--- config.mk ---
export PLATFORM = sky130hd
export DESIGN_NAME = ro_freq_reader
export DESIGN_NICKNAME = d
export VERILOG_FILES = /design/src/rtl/ro_freq_pkg.sv /design/src/rtl/osc_edge_sync.sv /design/src/rtl/ro_freq_reader.sv
export SDC_FILE = /design/constraint.sdc
export NUM_CORES = 1
export LEC_CHECK = 0
export BUFFER_PORTS_ARGS = -buffer_cell sky130_fd_sc_hd__buf_4
export CAP_MARGIN = 0
export CORE_MARGIN = 5
export CORE_UTILIZATION = 63
export CTS_BUF_LIST = sky130_fd_sc_hd__clkbuf_16
export DETAILED_ROUTE_END_ITERATION = 8
export HOLD_SLACK_MARGIN = 0.02
export PLACE_DENSITY = 0.85
export SYNTH_ARGS = -nofsm -noshare
export SYNTH_HDL_FRONTEND = slang
export SYNTH_HIERARCHICAL = 1
export SYNTH_SLANG_ARGS = --single-unit
--- constraint.sdc ---
create_clock -name clk -period 5.07 [get_ports clk]
set_clock_uncertainty 0.15 [all_clocks]
set_input_delay 0.2535 -clock clk [delete_from_list [all_inputs] [get_ports clk]]
set_output_delay 0.2535 -clock clk [all_outputs]
set_load 0.01 [all_outputs]
--- src/rtl/ro_freq_pkg.sv ---
// ro_freq_pkg: shared FSM encoding and default widths for the ring-oscillator frequency reader
package ro_freq_pkg;
  typedef enum logic [1:0] {IDLE, ARM, MEAS, HOLD} state_t;
  localparam int DEF_CNT_W = 16;
  localparam int DEF_WIN_W = 16;
  localparam int DEF_SYNC_STAGES = 2;
endpackage

--- src/rtl/osc_edge_sync.sv ---
// osc_edge_sync: multi-flop synchronizer for the async oscillator plus a registered rising-edge detector
module osc_edge_sync #(
  parameter int STAGES = 2
) (
  input  logic clk,
  input  logic rst,
  input  logic osc,
  output logic rise
);
  logic [STAGES-1:0] sync;
  logic prev;
  always_ff @(posedge clk or posedge rst)
    if (rst) begin
      sync <= '0;
      prev <= 1'b0;
      rise <= 1'b0;
    end else begin
      sync <= {sync[STAGES-2:0], osc};
      prev <= sync[STAGES-1];
      rise <= sync[STAGES-1] & ~prev;
    end
endmodule

--- src/rtl/ro_freq_reader.sv ---
// ro_freq_reader: counts synchronized ring-oscillator edges over a programmable CLK window
module ro_freq_reader
  import ro_freq_pkg::*;
#(
  parameter int CNT_W       = DEF_CNT_W,
  parameter int WIN_W       = DEF_WIN_W,
  parameter int SYNC_STAGES = DEF_SYNC_STAGES
) (
  input  logic             clk,
  input  logic             rst,
  input  logic             osc,
  input  logic             start,
  input  logic [WIN_W-1:0] win,
  output logic             busy,
  output logic             valid,
  input  logic             ack,
  output logic [CNT_W-1:0] count,
  output logic             ovf
);
  localparam logic [WIN_W-1:0] ARM_LAST = WIN_W'(SYNC_STAGES);
  state_t state;
  logic [WIN_W-1:0] win_q, wcnt;
  logic rise;
  osc_edge_sync #(.STAGES(SYNC_STAGES)) u_sync (.clk(clk), .rst(rst), .osc(osc), .rise(rise));
  // wcnt counts down to zero in both ARM (SYNC_STAGES+1 cycles) and MEAS (win cycles)
  always_ff @(posedge clk or posedge rst)
    if (rst) begin
      state <= IDLE;
      busy  <= 1'b0;
      valid <= 1'b0;
      count <= '0;
      ovf   <= 1'b0;
      win_q <= '0;
      wcnt  <= '0;
    end else begin
      case (state)
        IDLE: if (start && win != '0) begin
          win_q <= win;
          wcnt  <= ARM_LAST;
          count <= '0;
          ovf   <= 1'b0;
          busy  <= 1'b1;
          state <= ARM;
        end
        ARM: if (wcnt == '0) begin
          wcnt  <= win_q - 1'b1;
          state <= MEAS;
        end else wcnt <= wcnt - 1'b1;
        MEAS: begin
          if (rise) begin
            if (&count) ovf <= 1'b1;
            else count <= count + 1'b1;
          end
          if (wcnt == '0) begin
            valid <= 1'b1;
            state <= HOLD;
          end else wcnt <= wcnt - 1'b1;
        end
        HOLD: if (ack) begin
          valid <= 1'b0;
          busy  <= 1'b0;
          state <= IDLE;
        end
        default: state <= IDLE;
      endcase
    end
endmodule

== Word-level counts from Yosys, hierarchy flattened ==
Cells that the tools add are included.

* Bits of input ports: 21
* Word-level logic and storage cells: 64
* Register bits after elaboration: 57

* Mux-type cells: 22
* Add/sub/neg operators: 3
* Bitwise operators: 2
* Reduce and logical (&&, ||, !) cells: 16
* Equal/unequal tests: 11

{| class="wikitable"
|+ Operators by type and width
! kind !! count
|-
| two-way mux 16 bit || 6
|-
| case mux 16 bit (3 select lines) || 1
|-
| case mux 16 bit (2 select lines) || 1
|-
| subtractor 16 x 1 -> 16 bit, second input constant || 2
|-
| adder 16 x 1 -> 16 bit, second input constant || 1
|-
| zero test 16 bit || 1
|-
| AND reduction 16 bit || 1
|-
| nonzero test 16 bit || 1
|-
| != test 2 bit, second input constant || 7
|-
| AND reduction 4 bit || 3
|-
| AND reduction 3 bit || 3
|-
| two-way mux 2 bit || 4
|-
| case mux 2 bit (4 select lines) || 1
|-
| two-way mux 1 bit || 6
|-
| case mux 1 bit (2 select lines) || 3
|-
| nonzero test 2 bit || 3
|-
| equality test 2 bit, second input constant || 2
|-
| nonzero test 3 bit || 1
|-
| equality test 2 x 1 -> 1 bit, second input constant || 1
|-
| zero test 2 bit || 1
|-
| != test 2 x 1 -> 1 bit, second input constant || 1
|-
| AND reduction 2 bit || 1
|-
| bitwise AND 1 bit || 1
|-
| logical AND 1 bit || 1
|-
| inverter 1 bit || 1
|}

== Depth between registers and ports, before layout ==
Gate-level depths: netlist (run 1).

* Depth after elaboration: 4
* Gate-level depth with buffers: 10
* Gate-level depth less buffers: 8

== Modules after synthesis ==
Netlist (run 1), hierarchy kept.

{| class="wikitable"
|+ Modules (own cells, without submodules)
! module !! times used !! cells each !! area an instance (µm²)
|-
| ro_freq_reader || 1 || 339 || 3210.6
|-
| osc_edge_sync || 1 || 6 || 117.6
|}

== Worst setup path after synthesis (run 1) ==
Ideal clock, no wire load.

* Kind: flip-flop to flip-flop
* Start: reg win_q[0]
* End: reg wcnt[12]
* Buffers on the path: 0
* Cell stages (with the launch flop): 9
* Path slack: 2715 ps
* Arrival: 2084 ps
* Setup time: 121 ps
* Path through: dfrtp_1 inv_1 ha_1 or3b_4 or4_4 nor3b_2 xnor2_1 o32ai_1 a22o_1

* Word-level cells in the longest chain between the ends: 3

{| class="wikitable"
|+ RTL lines
! element !! RTL line !! text
|-
| start: declaration || ro_freq_reader.sv:22 || <nowiki>logic [WIN_W-1:0] win_q, wcnt;</nowiki>
|-
| start signal: assignment || ro_freq_reader.sv:38 || <nowiki>win_q <= win;</nowiki>
|-
| subtractor 16 x 1 -> 16 bit || ro_freq_reader.sv:46 || <nowiki>wcnt <= win_q - 1'b1;</nowiki>
|-
| two-way mux 16 bit || ro_freq_reader.sv:45 || <nowiki>ARM: if (wcnt == '0) begin</nowiki>
|-
| case mux 16 bit (3 select lines) || ro_freq_reader.sv:36 || <nowiki>case (state)</nowiki>
|-
| end signal: assignment || ro_freq_reader.sv:46 ||
|-
| end signal: assignment || ro_freq_reader.sv:48 || <nowiki>end else wcnt <= wcnt - 1'b1;</nowiki>
|-
| end signal: assignment || ro_freq_reader.sv:57 || <nowiki>end else wcnt <= wcnt - 1'b1;</nowiki>
|-
| end: declaration || ro_freq_reader.sv:22 ||
|}

No other way between the ends.
A chain may end at the register's enable or synchronous reset.

== Worst setup path after layout (run 1) ==
* Start: reg wcnt[7]
* End: reg wcnt[13]

* Word-level cells in the longest chain between the ends: 3

{| class="wikitable"
|+ RTL lines
! element !! RTL line !! text
|-
| subtractor 16 x 1 -> 16 bit / zero test 16 bit (equally long branches) || - ||
|-
| two-way mux 16 bit, or another cell as far along || ro_freq_reader.sv:54 || <nowiki>if (wcnt == '0) begin</nowiki>
|-
| case mux 16 bit (3 select lines) / AND reduction 3 bit (equally long branches) || - ||
|}

Several ways; a longest one is shown, not always the timed one. The select of a mux whose other input is x is not followed.

==> impl_results.md, run 1 <==
- Row cnt: 26
- DRT iter0 DRCs: 329
- FFs w/ async S/R, synth: 100.0%
- DRT antenna net count: 0
- Sequential element share of the synthesized area: a little over two fifths
- Post-route minimum period: approximately 2.7 ns
- Leak Pwr: approximately 0.0018 uW
- YS warnings: 6
- Total track usage: between 20% and 30%
- RSZ-0062 raised after global routing: false
- Worst-path cell chain: nor4_1 -> nand4_1 -> a21oi_2 -> or4_1 -> o21ai_1 -> a22o_1
- Area of the multi-input gates: 0.001784 mm^2
- CTS root buf: clkbuf_16
- Vias in the first global route: slightly below 3,000
- Cts bufs inserted: 9
- Fin. Hold Viols: 0
- Mapped Area: between 0.003 and 0.004 mm^2
- Total Routed Length: ~8.3 mm
- CTS tree: yes
- GPL Wtd Cong: between 0.9 and 1
- CP Data Required Time: around 5.1 ns
- Core Region: between 0.005 and 0.006 mm^2
- Layout area overhead: 18.80%
- WP buf/inv: 0
- Num ports: 40
- Startpoint Class: register
- Initial antenna violation count: 0
- Die area: a little under 0.007 mm^2
- Hold crit path type: in2reg
- CTS max path bufs: 2
- First-pass DRT Iterations: 5
- # diodes: 0
- Final Max Slew Viols: 0
- Critical path's top delay family: simple AND/OR/NAND/NOR gates
- Crit path kind: reg2reg
- Synthesized net count: approximately 370
- GR Overflow Total: 0
- Routed length per instance: roughly 18 um
- Power density cells: roughly 640 mW/mm^2
- FF-to-FF setup slack: 2.34 ns
- Syn avg cell area: between 9 and 10 um^2
- Share of layout cells above drive strength 1: 20.31%
- Buffers on Ports: 39
- Post-synth EDFFs: 0
- Register Area: ~0.0014 mm^2
- Setup crit end kind: register
- DRC viols: 0
- Post-DR vias/cell: around 6.3
- Num Clock Sinks: 57
- Fin util: 77.41%
- Status: finished clean
- Final setup violation count: 0
- Clk_lat worst skew: ~0.32 ns
- Starting Density: roughly two thirds
- Placed cell area: around 0.0037 mm^2
- Via Count: between 2,000 and 3,000
- First-pass GRT wire length: around 14 mm
- Final instance area: about 0.004 mm^2
- DPL Wire Length: 5.668 mm
- Largest net degree at the start of global routing: between 50 and 60
- Netlist cell types: 51
- Worst slew pin tran: approximately 1.1 ns
- Fill cells: 329
- Slew headroom: about a quarter
- Setup TNS: 0 ns
- WP data arrival: around 2.8 ns
- Layout net count: 413
- Yosys top cell by area: dfrtp_1
- Peak supply drop: 0.4068 mV
- Clock Pin Slew Worst Setup and Hold Paths: ~0.050 ns
- Synth top area share: between 40% and 50%
- Htree depth: 3
- Synth Flop Type: dfrtp_1
- Yosys reg bits: 57
- Fmax achieved: roughly 370 MHz
- Mapped Cells: 345
- Crit-path slowest cell: a21oi_2
- Max FO, Critical Path: 12
- Tcrit/Tclk final: 53.84%
- Die Wd: approximately 83 um
- Max-cap violations: 0
- Die Ht: between 80 and 90 um
- Dominant cells by area after synthesis: dfrtp_1, xor2_1, mux2_2, nor2_1, ha_1
- Max incr delay on CP: about 0.57 ns
-- worst register-to-register path, stage by stage, from the launching register on --
cell,delay (ns)
dfrtp_1,0.44
nor4_1,0.54
nand4_1,0.49
a21oi_2,0.58
or4_1,0.19
o21ai_1,0.06
a22o_1,0.18
-- registers in the layout, summed over array words and instances, names as in the netlist --
signal / count
count: 16
state: 2
win_q: 16
u_sync/sync: 2
wcnt: 16
u_sync/prev: 1
valid: 1
u_sync/rise: 1
busy: 1
ovf: 1
-- cell type report --
type	instances	share of cell area [%]
well taps	70	2.215
inverters	17	1.614
clock buffers	9	5.696
repair buffers	41	7.911
flip-flops and latches	57	36.08
multi-input cells	258	45.13
clock inverters	7	1.361
-- where the power goes --
part | total [uW] | internal (uW) | switching (uW)
registers | 782 | 597 | 184
logic | 1200 | 470 | 734
clock network | 564 | 369 | 194
total | 2550 | 1440 | 1110
-- through the flow --
stage,hold slack (ns),total power [uW],cells,setup WS [ns]
2_1_floorplan,-0.1304,1645,345,2.715
3_3_place_gp,0.007950,1884,441,2.377
3_5_place_dp,0.02245,1933,441,2.301
4_1_cts,0.02280,2516,459,2.413
5_1_grt,0.02628,2712,459,2.189
6_report,0.02753,2549,459,2.340
-- layer usage --
layer	vias to the layer above	share of wire, %	GRT usage (%)
li1	1345	-	-
met1	1368	42	36.01
met2	138	48	41.99
met3	25	7.1	5.857
met4	0	2.4	12.58
met5	-	0	0
-- layout by cell type (no fill, tap or decap), drive strengths merged, types with 8 or more instances in the layout --
master / instances
xnor2: 10
nand3: 9
a21oi: 11
clkbuf: 9
o21ai: 25
dfrtp: 57
xor2: 21
nor4: 10
a22o: 8
buf: 39
nand2: 25
and3: 11
ha: 8
inv: 19
mux2: 16
nor2: 34
-- Yosys cell counts (2+ instances only) --
cell type,instances
and2_1,3
nand2b_1,4
clkbuf_1,9
nor4_4,2
a21oi_1,10
a22o_1,8
nand2_1,25
nor3_1,5
a31oi_1,3
o22ai_1,6
nor4_1,7
nand4_1,3
xor2_1,21
nor3b_2,2
o32ai_1,5
a41oi_1,2
mux2_2,16
o21ai_0,15
inv_1,17
o211ai_1,5
dfrtp_1,57
ha_1,8
o21ai_1,10
a22oi_1,2
nand3_1,9
xnor2_1,10
and3_1,11
or4_4,2
o2111ai_1,4
or3_1,2
and4_1,4
buf_2,4
nor2_1,33
or4_1,4
-- final timing paths --
kind / start / end / depth (start not counted)
min in group asynchronous: rst / u_sync/sync[0]$_DFF_PP0_ / 3
max: wcnt[7]$_DFFE_PP0P_ / wcnt[13]$_DFFE_PP0P_ / 6
min: win[7] / win_q[7]$_DFFE_PP0P_ / 2
max reg2reg: wcnt[7]$_DFFE_PP0P_ / wcnt[13]$_DFFE_PP0P_ / 6
min reg2reg: u_sync/sync[0]$_DFF_PP0_ / u_sync/sync[1]$_DFF_PP0_ / 0
max in group asynchronous: rst / count[2]$_DFFE_PP0P_ / 3
-- cell families (layout without fill, tap and decap cells) --
group                      count (synthesis)  in the layout  share of synthesized area (%)
buffers and inverters                     30             74                          3.534
and+or+nand+nor                          124            124                          21.13
AOI/OAI and AO/OA                         78             78                          15.60
xor gates and xnor gates                  31             31                          8.158
DFF                                       57             57                          42.86
adders and majority gates                  8              8                          3.008
muxes                                     17             17                          5.714
-- repair_timing --
| action | CTS | global route |
|---|---|---|
| hold endpoints to repair | 5 | 0 |
| hold buffers | 2 | 0 |
| setup buffers | 0 | 0 |
| gates resized for setup | 0 | 0 |
No activity file was read; power rests on OpenSTA's default activity.
==> run 2: changes to the inputs <==
--- a/config.mk
+++ b/config.mk
@@ -8,11 +8,11 @@
 export BUFFER_PORTS_ARGS = -buffer_cell sky130_fd_sc_hd__buf_4
 export CAP_MARGIN = 0
 export CORE_MARGIN = 5
-export CORE_UTILIZATION = 63
+export CORE_UTILIZATION = 58
 export CTS_BUF_LIST = sky130_fd_sc_hd__clkbuf_16
 export DETAILED_ROUTE_END_ITERATION = 8
 export HOLD_SLACK_MARGIN = 0.02
-export PLACE_DENSITY = 0.85
+export PLACE_DENSITY = 0.8
 export SYNTH_ARGS = -nofsm -noshare
 export SYNTH_HDL_FRONTEND = slang
 export SYNTH_HIERARCHICAL = 1
==> constraint.sdc (replaced) <==
create_clock -name clk -period 2.6 [get_ports clk]
set_clock_uncertainty 0.15 [all_clocks]
set_input_delay 0.13 -clock clk [delete_from_list [all_inputs] [get_ports clk]]
set_output_delay 0.13 -clock clk [all_outputs]
set_load 0.01 [all_outputs]
==> run 2 against run 1 <==
  * Sequential power increased by 97%
  * Largest power group unchanged
  * Combinational power increased by 110%
  * Critical endpoint is now wcnt[12]$_DFFE_PP0P_
  * Flip-flop and latch count unchanged
==> impl_results.md, run 2 (synthesis results as in run 1) <==
- Critical path's top delay family: simple AND/OR/NAND/NOR gates
- Max-cap violations: 0
- Starting Density: around three fifths
- Status: finished clean
- # diodes: 0
- Num ports: 40
- First-pass GRT wire length: around 15 mm
- Die area: between 0.007 and 0.008 mm^2
- Total Routed Length: approximately 9.1 mm
- Power density cells: approximately 1200 mW/mm^2
- Share of layout cells above drive strength 1: ~23%
- WP data arrival: between 2 and 3 ns
- Clock Pin Slew Worst Setup and Hold Paths: 0.05 ns
- Routed length per instance: between 15 and 20 um
- CTS max path bufs: 2
- Row cnt: 27
- Worst slew pin tran: roughly 0.64 ns
- Largest net degree at the start of global routing: 32
- DPL Wire Length: 5.789 mm
- Layout net count: 441
- RSZ-0062 raised after global routing: true
- Die Wd: roughly 86 um
- Vias in the first global route: 3,055
- Most common cell after layout, fill and taps aside: dfrtp_1
- Setup Fix Bufs, Post-CTS: 0
- Final instance area: 0.004232 mm^2
- DRC viols: 0
- Core Region: between 0.005 and 0.006 mm^2
- Hold crit path type: in2async
- Worst-path cell chain: inv_1 -> ha_2 -> or3b_4 -> or4_4 -> nor3b_2 -> xnor2_1 -> o32ai_1 -> a22o_1
- WP buf/inv: 1
- DRT antenna net count: 0
- Max FO, Critical Path: 5
- CP Data Required Time: around 2.7 ns
- Num Clock Sinks: between 50 and 60
- DRT iter0 DRCs: ~320
- Most frequent cells in the layout: dfrtp_1, buf_4, nor2_1, nand2_1, xor2_1
- Cts bufs inserted: 9
- First-pass DRT Iterations: 5
- Htree depth: 3
- Crit path kind: reg2reg
- GPL Wtd Cong: 0.9450
- Setup crit end kind: register
- Initial antenna violation count: 0
- Total power: 5160 uW
- Total track usage: 26.26%
- Via Count: 3,002
- Leak Pwr: between 0.0015 and 0.002 uW
- Largest registers: count x16, wcnt x16, win_q x16
- Placed cell area: between 0.003 and 0.004 mm^2
- Clk_lat worst skew: approximately 0.33 ns
- Die Ht: 85.75 um
- Layout area overhead: 27.14%
- Post-route minimum period: ~2.5 ns
- CTS root buf: clkbuf_16
- GR Overflow Total: 0
- Startpoint Class: register
- Reg2reg path depth: 8
- FF-to-FF setup slack: around 0.077 ns
- Buffers on Ports: 39
- Tcrit/Tclk final: approximately 97%
- Crit-path slowest cell: or4_4
- CTS tree: yes
- Final Max Slew Viols: 0
- Max incr delay on CP: 0.48 ns
- Post-DR vias/cell: around 6.2
- R2R Path End: wcnt[12]$_DFFE_PP0P_
- Reg2reg start: win_q[0]$_DFFE_PP0P_
- Slew headroom: roughly 57%
- Fmax achieved: 396.4 MHz
- Fill cells: roughly 360
- Peak supply drop: just under 0.8 mV
- Fin. Hold Viols: 0
- Final setup violation count: 0
[run 2: cell types whose count changed in the layout (fill, tap and decap cells not counted), sizes merged]
cell	delta
inv	-2
clkinvlp	+1
dlygate4sd3	+17
buf	+11
[run 2: how the worst max path moves through the flow]
stage	startpoint	to	slack (ns)	depth (start not counted)
floorplan	win_q[0]$_DFFE_PP0P_	wcnt[12]$_DFFE_PP0P_	0.24	8
global placement	win_q[0]$_DFFE_PP0P_	wcnt[12]$_DFFE_PP0P_	0.19	8
detailed placement	win_q[0]$_DFFE_PP0P_	wcnt[12]$_DFFE_PP0P_	0.12	8
CTS	win_q[0]$_DFFE_PP0P_	wcnt[12]$_DFFE_PP0P_	0.09	8
global route	win_q[0]$_DFFE_PP0P_	wcnt[12]$_DFFE_PP0P_	-0.03	8
finish	win_q[0]$_DFFE_PP0P_	wcnt[12]$_DFFE_PP0P_	0.08	8
[run 2: worst reg2reg max path: stages, from the launching register on]
cell and delay, ns:
dfrtp_1 0.42, inv_1 0.08, ha_2 0.19, or3b_4 0.40, or4_4 0.48, nor3b_2 0.20, xnor2_1 0.14, o32ai_1 0.10
a22o_1 0.25
[run 2: per-stage QoR]
| stage | worst slack, ns | setup TNS (ns) | hold WS (ns) | utilization, % | instances |
|---|---|---|---|---|---|
| after floorplan | 0.2449 | 0 | -0.2539 | - | 345 |
| after global routing | -0.03380 | -0.04694 | 0.1528 | 76.38 | 488 |
| after CTS | 0.09161 | 0 | 0.1042 | 76.08 | 488 |
| final | 0.07712 | 0 | 0.1512 | 76.38 | 488 |
| after global placement | 0.1929 | 0 | -0.1138 | 67.50 | 454 |
| after detailed placement | 0.1207 | 0 | -0.1041 | 67.50 | 454 |
[run 2: timing repair]
item                       in CTS  in global routing
hold buffers                   19                  0
hold endpoints to repair       52                  0
setup endpoints to repair       0                  4
resized for setup               0                  3
[run 2: metal layers]
| layer | global-route usage [%] | vias up | wire (um) |
|---|---|---|---|
| met1 | 33.79 | 1451 | 3800 |
| met5 | 0 | - | 0 |
| li1 | - | 1398 | - |
| met4 | 10.94 | 0 | 224 |
| met2 | 43.15 | 131 | 4527 |
| met3 | 5.379 | 22 | 587 |
[run 2: layout make-up]
type                    count  area [um^2]  share of cell area [%]
inverters                  17        63.81                   1.508
clock buffers               9        225.2                   5.322
flip-flops and latches     57         1426                   33.71
multi-input cells         258         1800                   42.55
well taps                  72        90.09                   2.129
repair buffers             69        565.5                   13.36
clock inverters             6        60.06                   1.419
[run 2: power by group]
part           internal, uW  total, uW  switching (uW)
Clock                   729       1130             405
Combinational          1040       2480            1450
Sequential             1160       1540             379
Total                  2930       5160            2230
==> run 3: changes to the inputs <==
--- a/config.mk
+++ b/config.mk
@@ -10,9 +10,12 @@
 export CORE_MARGIN = 5
 export CORE_UTILIZATION = 58
 export CTS_BUF_LIST = sky130_fd_sc_hd__clkbuf_16
+export CTS_CLUSTER_SIZE = 24
 export DETAILED_ROUTE_END_ITERATION = 8
+export GPL_TIMING_DRIVEN = 0
 export HOLD_SLACK_MARGIN = 0.02
 export PLACE_DENSITY = 0.8
+export SETUP_SLACK_MARGIN = 0.2
 export SYNTH_ARGS = -nofsm -noshare
 export SYNTH_HDL_FRONTEND = slang
 export SYNTH_HIERARCHICAL = 1
==> run 3 against run 2 <==
  * Final cell count increased by 2.7%
  * Combinational power increased by 11%
  * Worst setup slack better by 0.067 ns
  * Clock power hardly changed
  * Sequential power about the same
  * Die area unchanged
  * Worst hold slack worse by 0.018 ns
  * Highest routed layer unchanged
==> impl_results.md, run 3 (synthesis results as in run 1) <==
- Worst-path cell chain: inv_1 -> ha_2 -> or3b_4 -> or4_4 -> nor3b_4 -> xnor2_2 -> o32ai_2 -> a22o_1
- Metal3 WL: 870 um
- CP Data Required Time: 2.66 ns
- Layout area overhead: 32.48%
- Routed length per instance: 21.20 um
- Clock Pin Slew Worst Setup and Hold Paths: 0.06 ns
- Buffers on Ports: 39
- CTS max path bufs: 2
- Final instance area: 0.004409 mm^2
- Starting Density: about 60%
- Max-cap violations: 0
- Core Region: 0.005540 mm^2
- GPL Wtd Cong: 0.9070
- Largest net degree at the start of global routing: 29
- DRT antenna net count: 0
- Max FO, Critical Path: 4
- RSZ-0062 raised after global routing: true
- GR Overflow Total: 0
- Leak Pwr: 0.002002 uW
- Crit path kind: reg2reg
- DPL Wire Length: 5.799 mm
- Setup crit end kind: register
- Status: finished clean
- Total Routed Length: roughly 11 mm
- Setup TNS: 0 ns
- # diodes: 0
- DRC viols: 0
- CTS tree: yes
- Final Max Slew Viols: 0
- Fill cells: around 310
- Reg2reg path depth: 8
- Post-DR vias/cell: 6.645
- Reg2reg start: win_q[0]$_DFFE_PP0P_
- R2R Path End: wcnt[12]$_DFFE_PP0P_
- Fmax achieved: approximately 400 MHz
- Sw Pwr: approximately 2400 uW
- Met1 wire length: around 4.2 mm
- Die area: ~0.0074 mm^2
- Hold crit path type: in2async
- First-pass GRT wire length: 16.51 mm
- Vias in the first global route: between 3,000 and 4,000
- Crit-path slowest cell: or4_4
- Most frequent cells in the layout: dfrtp_1, buf_4, nor2_1, nand2_1, xor2_1
- CTS root buf: clkbuf_16
- Die Ht: 85.75 um
- Most common cell after layout, fill and taps aside: dfrtp_1
- Peak supply drop: a little under 0.9 mV
- Sw Share: ~44%
- Share of layout cells above drive strength 1: 27.27%
- Num Clock Sinks: 57
- Row cnt: 27
- Die Wd: 85.75 um
- Startpoint Class: register
- DRT iter0 DRCs: roughly 570
- FF-to-FF setup slack: ~0.14 ns
- First-pass DRT Iterations: 5
- Power density cells: between 1000 and 1500 mW/mm^2
- Total track usage: around 29%
- Total power: between 5000 and 6000 uW
- Htree depth: 3
- Fin util: approximately four fifths
- Placed cell area: between 0.003 and 0.004 mm^2
- Cts bufs inserted: 9
- Top Layer Used: met4
- Largest registers: count x16, wcnt x16, win_q x16
- Tcrit/Tclk final: 94.46%
- Pre-CTS setup slack: approximately 0.045 ns
- Clk pwr share: between 20% and 30%
- Layout net count: about 450
- Int Power: around 3000 uW
- Sequential power share: between 20 and 30%
- Slew headroom: around 58%
- Final setup violation count: 0
- Via Count: 3,329
- Clk_lat worst skew: 0.33 ns
- Fin. Hold Viols: 0
- Post-route minimum period: 2.456 ns
- Num ports: 40
- Max incr delay on CP: around 0.48 ns
- Worst slew pin tran: 0.6291 ns
- Initial antenna violation count: 0
- Worst setup margin: about 0.14 ns
- Combinational Power Share: 50.4%
- WP data arrival: about 2.5 ns
- Met2 WL: 5.000 mm
## run 3: cell count changes in the layout (fill, tap and decap cells not counted), moves of 2 or more
cell	previous run	this run
nor2_1	33	31
nor2_2	1	3
nor4_2	1	3
nand2_1	25	22
buf_2	0	5
clkinv_1	1	3
clkbuf_1	0	4
nand2_2	0	3
inv_1	16	18
clkbuf_2	0	3
nor4_1	7	4
buf_4	50	48
## run 3: final cells by class
| type | instances | area (um^2) | area share, % |
|---|---|---|---|
| inverters | 17 | 63.81 | 1.447 |
| clock inverters | 7 | 53.80 | 1.220 |
| clock buffers | 9 | 225.2 | 5.108 |
| multi-input cells | 258 | 1913 | 43.39 |
| well taps | 72 | 90.09 | 2.043 |
| plain buffers | 13 | 62.56 | 1.419 |
| repair buffers | 68 | 574.3 | 13.02 |
| flip-flops and latches | 57 | 1426 | 32.35 |
## run 3: repair_timing
item                                    4_1_cts  5_1_grt
endpoints found under the hold margin        48        0
gates cloned                                  0        0
endpoints found under the setup margin       19       32
hold buffers                                 19        0
setup buffers                                 6        3
pin swaps                                     7       12
gates resized for setup                       7       30
## run 3: worst max path at each step
stage               cells past startpoint                     to                 start  slack, ns
floorplan                               8   wcnt[12]$_DFFE_PP0P_  win_q[0]$_DFFE_PP0P_       0.24
global placement                        8  count[13]$_DFFE_PP0P_  state[0]$_DFFE_PP0P_       0.08
finish                                  8   wcnt[12]$_DFFE_PP0P_  win_q[0]$_DFFE_PP0P_       0.14
CTS                                     8   wcnt[12]$_DFFE_PP0P_  win_q[1]$_DFFE_PP0P_       0.11
global route                            8   wcnt[12]$_DFFE_PP0P_  win_q[0]$_DFFE_PP0P_       0.07
detailed placement                      8  count[13]$_DFFE_PP0P_  state[0]$_DFFE_PP0P_       0.04
## run 3: power groups by stage
stage	Clock, uW	Sequential (uW)	Combinational [uW]
floorplan	0	1440	1770
detailed placement	0	1520	2320
global route	1180	1600	2960
CTS	1110	1510	2470
global placement	0	1490	2260
finish	1140	1570	2750
## run 3: stage by stage
stage	instances	hold WS (ns)
floorplan	345	-0.2539
global route	501	0.1552
CTS	498	0.1130
detailed placement	457	-0.1063
global placement	456	-0.1171
finish	501	0.1331
## run 3: worst max-delay path: cells and delay by family (launching register included)
| family | cells | cell delay (ns) |
|---|---|---|
| buffers and inverters | 1 | 0.07 |
| DFF | 1 | 0.40 |
| xor gates and xnor gates | 1 | 0.15 |
| adders and majority gates | 1 | 0.17 |
| and+or+nand+nor | 3 | 1.09 |
| AOI/OAI and AO/OA | 2 | 0.31 |
## run 3: routing by layer
metal  up-vias  global-route usage [%]
li1       1414                       -
met1      1632                   37.24
met2       223                   47.03
met3        60                   5.187
met4         0                   14.39
met5         -                       0
